===== src/rtl/gate_identifier_if.sv =====
// Bus between the truth-table sweeper and the two-input gate under test.
// The master side requests sweeps and returns the gate output; the slave
// side (gate_identifier) drives the gate inputs and reports the result.
interface gate_if;
    logic       start;  // request a sweep
    logic       s;      // gate-under-test output
    logic       x;      // gate input a
    logic       y;      // gate input b
    logic       busy;   // sweep in progress
    logic       done;   // one-cycle result-loaded pulse
    logic [3:0] tt;     // captured truth table, tt[{x,y}]
    logic [2:0] code;   // decoded gate function
    logic       valid;  // code is non-zero

    modport master (
        output start, s,
        input  x, y, busy, done, tt, code, valid
    );

    modport slave (
        input  start, s,
        output x, y, busy, done, tt, code, valid
    );
endinterface


===== src/rtl/gate_identifier.sv =====
// Sequential truth-table sweeper for two-input gates. On start it steps
// {x,y} through 00,01,10,11, holding each for SETTLE cycles, samples s at
// the end of each hold, then loads the truth table and its decoded
// function code together with a one-cycle done pulse.
module gate_identifier #(
    parameter int unsigned SETTLE = 2   // hold cycles per combination, 1..15
) (
    input  logic clk,
    input  logic rst_n,
    gate_if.slave bus
);

    typedef enum logic {
        IDLE,
        SWEEP
    } state_e;

    typedef enum logic [2:0] {
        FN_NONE = 3'd0,
        FN_AND  = 3'd1,
        FN_OR   = 3'd2,
        FN_NAND = 3'd3,
        FN_NOR  = 3'd4,
        FN_XOR  = 3'd5,
        FN_XNOR = 3'd6
    } fn_e;

    localparam logic [3:0] CNT_LAST = 4'(SETTLE - 1);

    state_e     state_q, state_d;
    logic [1:0] idx_q,   idx_d;     // current combination
    logic [3:0] cnt_q,   cnt_d;     // settle counter
    logic [2:0] cap_q,   cap_d;     // samples for combinations 0..2
    logic [1:0] xy_q,    xy_d;      // {x,y} driven to the gate
    logic       busy_q,  busy_d;
    logic       done_q,  done_d;
    logic [3:0] tt_q,    tt_d;
    fn_e        code_q,  code_d;
    logic       valid_q, valid_d;

    // Map a captured truth table onto the gate library functions.
    function automatic fn_e decode(input logic [3:0] t);
        case (t)
            4'b1000: decode = FN_AND;
            4'b1110: decode = FN_OR;
            4'b0111: decode = FN_NAND;
            4'b0001: decode = FN_NOR;
            4'b0110: decode = FN_XOR;
            4'b1001: decode = FN_XNOR;
            default: decode = FN_NONE;
        endcase
    endfunction

    // State and output registers; reset aborts any sweep and clears the result.
    always_ff @(posedge clk or negedge rst_n) begin
        if (!rst_n) begin
            state_q <= IDLE;
            idx_q   <= 2'd0;
            cnt_q   <= 4'd0;
            // NOTE: the capture bits are reset like every other register so a
            // reset-aborted sweep can never leak stale samples into a later tt.
            cap_q   <= 3'd0;
            xy_q    <= 2'b00;
            busy_q  <= 1'b0;
            done_q  <= 1'b0;
            tt_q    <= 4'd0;
            code_q  <= FN_NONE;
            valid_q <= 1'b0;
        end else begin
            // NOTE: non-blocking assignments so every register samples the
            // values from before this edge, independent of statement order.
            state_q <= state_d;
            idx_q   <= idx_d;
            cnt_q   <= cnt_d;
            cap_q   <= cap_d;
            xy_q    <= xy_d;
            busy_q  <= busy_d;
            done_q  <= done_d;
            tt_q    <= tt_d;
            code_q  <= code_d;
            valid_q <= valid_d;
        end
    end

    // Next-state logic: accept start in IDLE, step combinations in SWEEP.
    always_comb begin
        // NOTE: every signal gets its hold value first so no path through the
        // case below can leave one unassigned and infer a latch.
        state_d = state_q;
        idx_d   = idx_q;
        cnt_d   = cnt_q;
        cap_d   = cap_q;
        xy_d    = xy_q;
        busy_d  = busy_q;
        done_d  = 1'b0;
        tt_d    = tt_q;
        code_d  = code_q;
        valid_d = valid_q;

        case (state_q)
            IDLE: begin
                if (bus.start) begin
                    state_d = SWEEP;
                    idx_d   = 2'd0;
                    cnt_d   = 4'd0;
                    xy_d    = 2'b00;
                    busy_d  = 1'b1;
                end
            end

            SWEEP: begin
                if (cnt_q != CNT_LAST) begin
                    cnt_d = cnt_q + 4'd1;
                end else begin
                    cnt_d = 4'd0;
                    if (idx_q != 2'd3) begin
                        case (idx_q)
                            2'd0:    cap_d[0] = bus.s;
                            2'd1:    cap_d[1] = bus.s;
                            default: cap_d[2] = bus.s;
                        endcase
                        idx_d = idx_q + 2'd1;
                        xy_d  = idx_q + 2'd1;
                    end else begin
                        // Last combination: s goes straight into tt[3].
                        tt_d    = {bus.s, cap_q};
                        code_d  = decode({bus.s, cap_q});
                        valid_d = (decode({bus.s, cap_q}) != FN_NONE);
                        idx_d   = 2'd0;
                        xy_d    = 2'b00;
                        done_d  = 1'b1;
                        busy_d  = 1'b0;
                        state_d = IDLE;
                    end
                end
            end

            default: state_d = IDLE;
        endcase
    end

    assign bus.x     = xy_q[1];
    assign bus.y     = xy_q[0];
    assign bus.busy  = busy_q;
    assign bus.done  = done_q;
    assign bus.tt    = tt_q;
    assign bus.code  = code_q;
    assign bus.valid = valid_q;

endmodule


===== src/flat_wrapper.sv =====
// flat-port wrapper written by rule: the top's interface ports become plain ports
module gate_identifier_flat 
#(
    parameter int unsigned SETTLE = 2                                        
)
  (clk, rst_n, bus_start, bus_s, bus_x, bus_y, bus_busy, bus_done, bus_tt, bus_code, bus_valid);
  gate_if bus_i ();
  input  logic clk;
  input  logic rst_n;
  input wire logic [$bits(bus_i.start)-1:0] bus_start;
  input wire logic [$bits(bus_i.s)-1:0] bus_s;
  output wire logic [$bits(bus_i.x)-1:0] bus_x;
  output wire logic [$bits(bus_i.y)-1:0] bus_y;
  output wire logic [$bits(bus_i.busy)-1:0] bus_busy;
  output wire logic [$bits(bus_i.done)-1:0] bus_done;
  output wire logic [$bits(bus_i.tt)-1:0] bus_tt;
  output wire logic [$bits(bus_i.code)-1:0] bus_code;
  output wire logic [$bits(bus_i.valid)-1:0] bus_valid;
  assign bus_i.start = bus_start;
  assign bus_i.s = bus_s;
  assign bus_x = bus_i.x;
  assign bus_y = bus_i.y;
  assign bus_busy = bus_i.busy;
  assign bus_done = bus_i.done;
  assign bus_tt = bus_i.tt;
  assign bus_code = bus_i.code;
  assign bus_valid = bus_i.valid;
  gate_identifier #(.SETTLE(SETTLE)) u_core (.clk(clk), .rst_n(rst_n), .bus(bus_i));
endmodule

===== config.mk =====
export PLATFORM = sky130hd
export DESIGN_NAME = gate_identifier_flat
export DESIGN_NICKNAME = d
export VERILOG_FILES = /design/src/rtl/gate_identifier_if.sv /design/src/rtl/gate_identifier.sv /design/src/flat_wrapper.sv
export SDC_FILE = /design/constraint.sdc
export NUM_CORES = 1
export LEC_CHECK = 0
export CORE_MARGIN = 1
export CORE_UTILIZATION = 30
export CTS_CLUSTER_DIAMETER = 50
export CTS_CLUSTER_SIZE = 28
export DETAILED_ROUTE_END_ITERATION = 10
export PLACE_DENSITY_LB_ADDON = 0.3
export SLEW_MARGIN = 20
export SYNTH_ARGS = -nofsm -noshare
export SYNTH_HDL_FRONTEND = slang
export SYNTH_SLANG_ARGS = --single-unit

===== constraint.sdc =====
create_clock -name clk -period 1.7 [get_ports clk]
set_input_delay 0.34 -clock clk [delete_from_list [all_inputs] [get_ports clk]]
set_output_delay 0.34 -clock clk [all_outputs]
set_load 0.005 [all_outputs]

# --- After elaboration in Yosys (flattened, before gate mapping) ---
# Cells that the tools add are included.
word_totals:
  ff_bits: 20
  input_bits: 4
  output_inout_bits: 12
  elab_cells: 60
op_classes:
  n_addsub: 2
  n_eq_ne: 12
  mux: 22
  bitwise: 4
  n_reduce_logical: 9
ops:
  columns: ["op", "n"]
  rows:
  - ["3-bit case mux with 6 select lines", 1]
  - ["4-bit == test (second input constant)", 3]
  - ["4-bit AND reduction", 3]
  - ["1-bit 2-to-1 mux", 9]
  - ["3-bit 2-to-1 mux", 3]
  - ["4-bit by 3-bit == test with 1-bit output (second input constant)", 2]
  - ["4-bit 2-to-1 mux", 2]
  - ["2-bit != test (second input constant)", 4]
  - ["4-bit case mux with 2 select lines", 1]
  - ["2-bit 2-to-1 mux", 3]
  - ["3-bit AND reduction", 2]
  - ["4-bit by 1-bit adder with 4-bit output (second input constant)", 1]
  - ["4-bit by 1-bit == test with 1-bit output (second input constant)", 1]
  - ["4-bit by 1-bit != test with 1-bit output (second input constant)", 1]
  - ["1-bit NOT", 4]
  - ["1-bit case mux with 2 select lines", 2]
  - ["2-bit case mux with 2 select lines", 1]
  - ["3-bit nonzero test", 1]
  - ["2-bit by 1-bit adder with 2-bit output (second input constant)", 1]
  - ["2-bit by 1-bit == test with 1-bit output (second input constant)", 1]
  - ["2-bit logical NOT", 1]
  - ["2-bit AND reduction", 1]
  - ["2-bit OR reduction", 1]

# --- Logic depth before layout (Yosys ltp) ---
logic_depth:
  word_depth: 6
  depth_mapped: 6
  ltp_nobuf: 6

# --- Least setup slack after synthesis ---
# Ideal clock, no wire load.
synth_path:
  path_type: "register to register"
  startpoint: "register u_core.cnt_q[1]"
  endpoint: "register u_core.code_q[0] (netlist: u_core.bus.code[0])"
  setup_time_ps: 125
  t_arrival_ps: 1388
  t_required_ps: 1575
  slack_ps: 187
  stages_incl_launch_ff: 7
  n_path_buf: 0
  period_less_slack_ps: 1513
  cell_sequence: "dfrtp_1 -> inv_1 -> ha_1 -> nor3b_2 -> nand3_2 -> inv_2 -> mux2_2"
synth_via:
  elab_chain_cells: 3
synth_rtl:
  columns: ["element", "line", "text"]
  rows:
  - ["start: declaration", "gate_identifier.sv:32", "logic [3:0] cnt_q, cnt_d;"]
  - ["start signal: assignment", "gate_identifier.sv:74", "cnt_q <= cnt_d;"]
  - ["4-bit by 1-bit != test with 1-bit output", "gate_identifier.sv:112", "if (cnt_q != CNT_LAST) begin"]
  - ["1-bit NOT (no line)", null, null]
  - ["3-bit AND reduction (no line)", null, null]
  - ["end signal: assignment", "gate_identifier.sv:80", "code_q <= code_d;"]
  - ["end: declaration", "gate_identifier.sv:38", "fn_e code_q, code_d;"]
# No other way between the ends.
# A chain may end at the register's enable or synchronous reset.

# --- Worst setup path in the final report ---
layout_path:
  startpoint: "register u_core.xy_q[0]"
  endpoint: "output port bus_y"
layout_rtl:
  columns: ["element", "line", "text"]
  rows:
  - ["start: declaration", "gate_identifier.sv:34", "logic [1:0] xy_q, xy_d;"]
  - ["start signal: assignment", "gate_identifier.sv:76", "xy_q <= xy_d;"]
  - ["end: declaration", "flat_wrapper.sv:13", "output wire logic [$bits(bus_i.y)-1:0] bus_y;"]
# No word-level cell between the ends.

==> flow_summary.yaml <==
run_status:
  outcome: "complete, no violations"
routing:
  routed_wl_um: 1800
  drc_errors: 0
  drtAntennaViolNets: 0
  viasPerCell: 4.74
  drtIter0Drc: 15
  wire_per_inst_um: 12.1
  vias: 706
  drtPass1Iterations: 4
clocking:
  post_cts_buffers: 0
  clockBufferDepth: 2
  numCtsBuffers: 3
  h-tree-depth: 1
  clkTransAtPathRegs_ps: 110
  cts_tree: "yes"
  clock_latency_ps: 300
  clockRootBuffer: "clkbuf_4"
  cts_sinks: 20
setup_path:
  cp_slowest_cell: "clkdlybuf4s50_1"
  crit_type: "reg2out"
  crit_family: "buffers and inverters"
  cp.buffers_inverters: 1
  path_max_fanout: 7
  cp-end-kind: "primary output"
  arrival_ps: 1250
  r2r_setup_slack_ps: 130
  required_ps: 1360
  crit_path_start_kind: "flop"
  max_stage_delay_ps: 520
  cp_cell_sequence: "clkdlybuf4s50_1"
logic_synthesis:
  synthTopCellsByCount: "dfrtp_1 (20), mux2_2 (8), nand2_1 (8)"
  synthArstFlopShare_pct: 100
  synthAdderAreaFrac_pct: 6.35
  synth_top_family_by_area: "simple AND/OR/NAND/NOR gates"
  synth.avg_cell_area_sq_um: 11.3
  synth.most_common_cell: "dfrtp_1"
  synth_seq_cells: 20
  ys_seq_area_share_pct: 50.8
  synth_warnings: 0
  synth_area_sq_um: 986
  muxShareOfSynthArea_pct: 12.4
  syn-num-nets: 96
  synth-simple-area-share_pct: 15.0
  synthTopCellsByArea: "dfrtp_1 (51%), mux2_2 (9.1%), ha_1 (6.3%)"
  synth_compound_area_share_pct: 8.63
  synthDistinctLibCells: 32
  synth-edff-count: 0
  yosysTopAreaCell: "dfrtp_1"
  synth_top_area_share_pct: 50.8
  synth_cells: 87
  synth_ff_type: "dfrtp_1"
  synth_xor_area_share_pct: 1.78
grt:
  grt.met3_usage_pct: 1.97
  use_met1_pct: 15.3
  grt_pass1_vias: 684
  grt_pass1_wl_um: 3020
  grt.total_usage_pct: 11.7
  grt.busiest_layer: "met2"
  grt_max_degree: 21
  gr-usage-met2_pct: 18.0
  antenna_found_initial: 0
  grt_overflow: 0
timing:
  setup-tns-final_ps: 0
  min_period_ps: 1590
  period_share_pct: 93.3
  grt_setup_unrepaired: "false"
  finalHoldViolations: 0
  relSlewSlack_pct: 77.1
  slew_violations: 0
  max_freq_mhz: 630
  worstMarginPinSlew_ps: 343
  finClkSkew_ps: 7.40
  finalSetupViolCount: 0
place:
  gp_congestion: 0.750
  placedCellCount: 146
  portBuffers: 15
  dpl.hpwl_um: 1310
layout:
  seqCellArea_sq_um: 502
  multi_input_area_sq_um: 442
  drive_gt1_share_pct: 18.1
  area_delta_synth_final_pct: 24.1
  antennaDiodeCount: 0
  stdcell_count: 149
  nets: 116
  nFillCells: 308
power:
  power.density_nw_per_um2: 1630
  vdd.ir_drop.worst_v: 0.000422
  leakage_nw: 0.522
  total_power_w: 0.00199
flow_run:
  maxCapViolations: 0
floorplanning:
  dieWidth_um: 59.3
  start_util_pct: 32.0
  die_h_um: 59.3
  dieArea_sq_um: 3520
  pin_count: 16
  core_sq_um: 3080
  rows: 20
worst_hold_path:
  hold_class: "in2async"
## timing repair
item | CTS | global route
resized for setup | 0 | 3
hold buffers | 0 | 0
hold endpoints to repair | 0 | 0
setup endpoints to repair | 0 | 3
## worst reg2reg max path, cell delays in order (launching register included)
cell	delay [ps]
dfrtp_1	420
inv_1	70
ha_1	130
nor3b_4	220
buf_6	170
nand4b_1	120
mux2_1	330
## layout by cell type (no fill, tap or decap)
cell	n
dfrtp_1	19
clkdlybuf4s50_1	15
nand2_1	8
mux2_2	8
inv_1	6
nand3_1	5
ha_1	5
nor2_1	4
o22ai_1	4
clkbuf_4	3
o31ai_1	2
nand4b_1	2
mux2_1	2
buf_4	2
nor3b_4	1
nand3_2	1
inv_2	1
o32ai_1	1
o311ai_0	1
nor3_1	1
a22o_1	1
xnor2_1	1
or2_2	1
o211ai_1	1
nand2b_1	1
nor3b_1	1
a31oi_1	1
mux2i_1	1
and2_1	1
xor2_1	1
nor2b_1	1
o21ai_0	1
buf_6	1
dfrtp_2	1
## state kept, by name, indices dropped and copies added, names as in the netlist
signal	count
u_core.bus.busy	1
u_core.cnt_q	4
u_core.cap_q	3
u_core.bus.valid	1
u_core.bus.code	3
u_core.state_q	1
u_core.bus.done	1
u_core.xy_q	2
u_core.bus.tt	4
## cells by family after synthesis
| kind of cell | Yosys count |
|---|---|
| fa+ha+maj | 5 |
| xor+xnor | 2 |
| mux | 11 |
| compound gates | 12 |
| simple gates | 27 |
| buf+inv | 10 |
| flops | 20 |
## final timing paths
| check | start | end | cells past startpoint |
|---|---|---|---|
| setup / recovery | u_core.xy_q[0]$_DFFE_PN0P_ | bus_y | 1 |
| hold / removal | rst_n | u_core.xy_q[1]$_DFFE_PN0P_ | 2 |
| setup reg to reg | u_core.cnt_q[1]$_DFFE_PN0P_ | u_core.cap_q[1]$_DFFE_PN0P_ | 6 |
| hold reg to reg | u_core.bus.tt[0]$_DFFE_PN0P_ | u_core.bus.tt[0]$_DFFE_PN0P_ | 1 |
| max in group asynchronous | rst_n | u_core.xy_q[0]$_DFFE_PN0P_ | 2 |
| min in group clk | u_core.bus.tt[0]$_DFFE_PN0P_ | u_core.bus.tt[0]$_DFFE_PN0P_ | 1 |
## per-layer routing
metal / routed length [um] / share of wire, %
met5: 0 / 0
met4: 0 / 0
met3: 31 / 1.7
met2: 893 / 50
met1: 874 / 49
## layout make-up
cell class	instances	area share (%)
well taps	44	4.50
multi-input cells	57	36.1
flip-flops and latches	20	41.0
inverters	7	2.15
repair buffers	18	14.4
clock buffers	3	1.84
## power by group
part	internal (W)	switching [W]
registers	0.000693	0.000220
logic	0.000535	0.000320
clock network	0.0000826	0.000138
total	0.00131	0.000678
## through the flow
step / setup slack (ps) / util, % / area (sq um) / hold slack, ps
3_5_place_dp: 69.8 / 38.7 / 1190 / 496
5_1_grt: 11.4 / 39.8 / 1220 / 382
3_3_place_gp: 100 / 38.7 / 1190 / 479
6_report: 113 / 39.8 / 1220 / 367
4_1_cts: 38.0 / 39.4 / 1210 / 373
2_1_floorplan: 187 / - / 986 / 44.4
No activity file was read; power rests on OpenSTA's default activity.
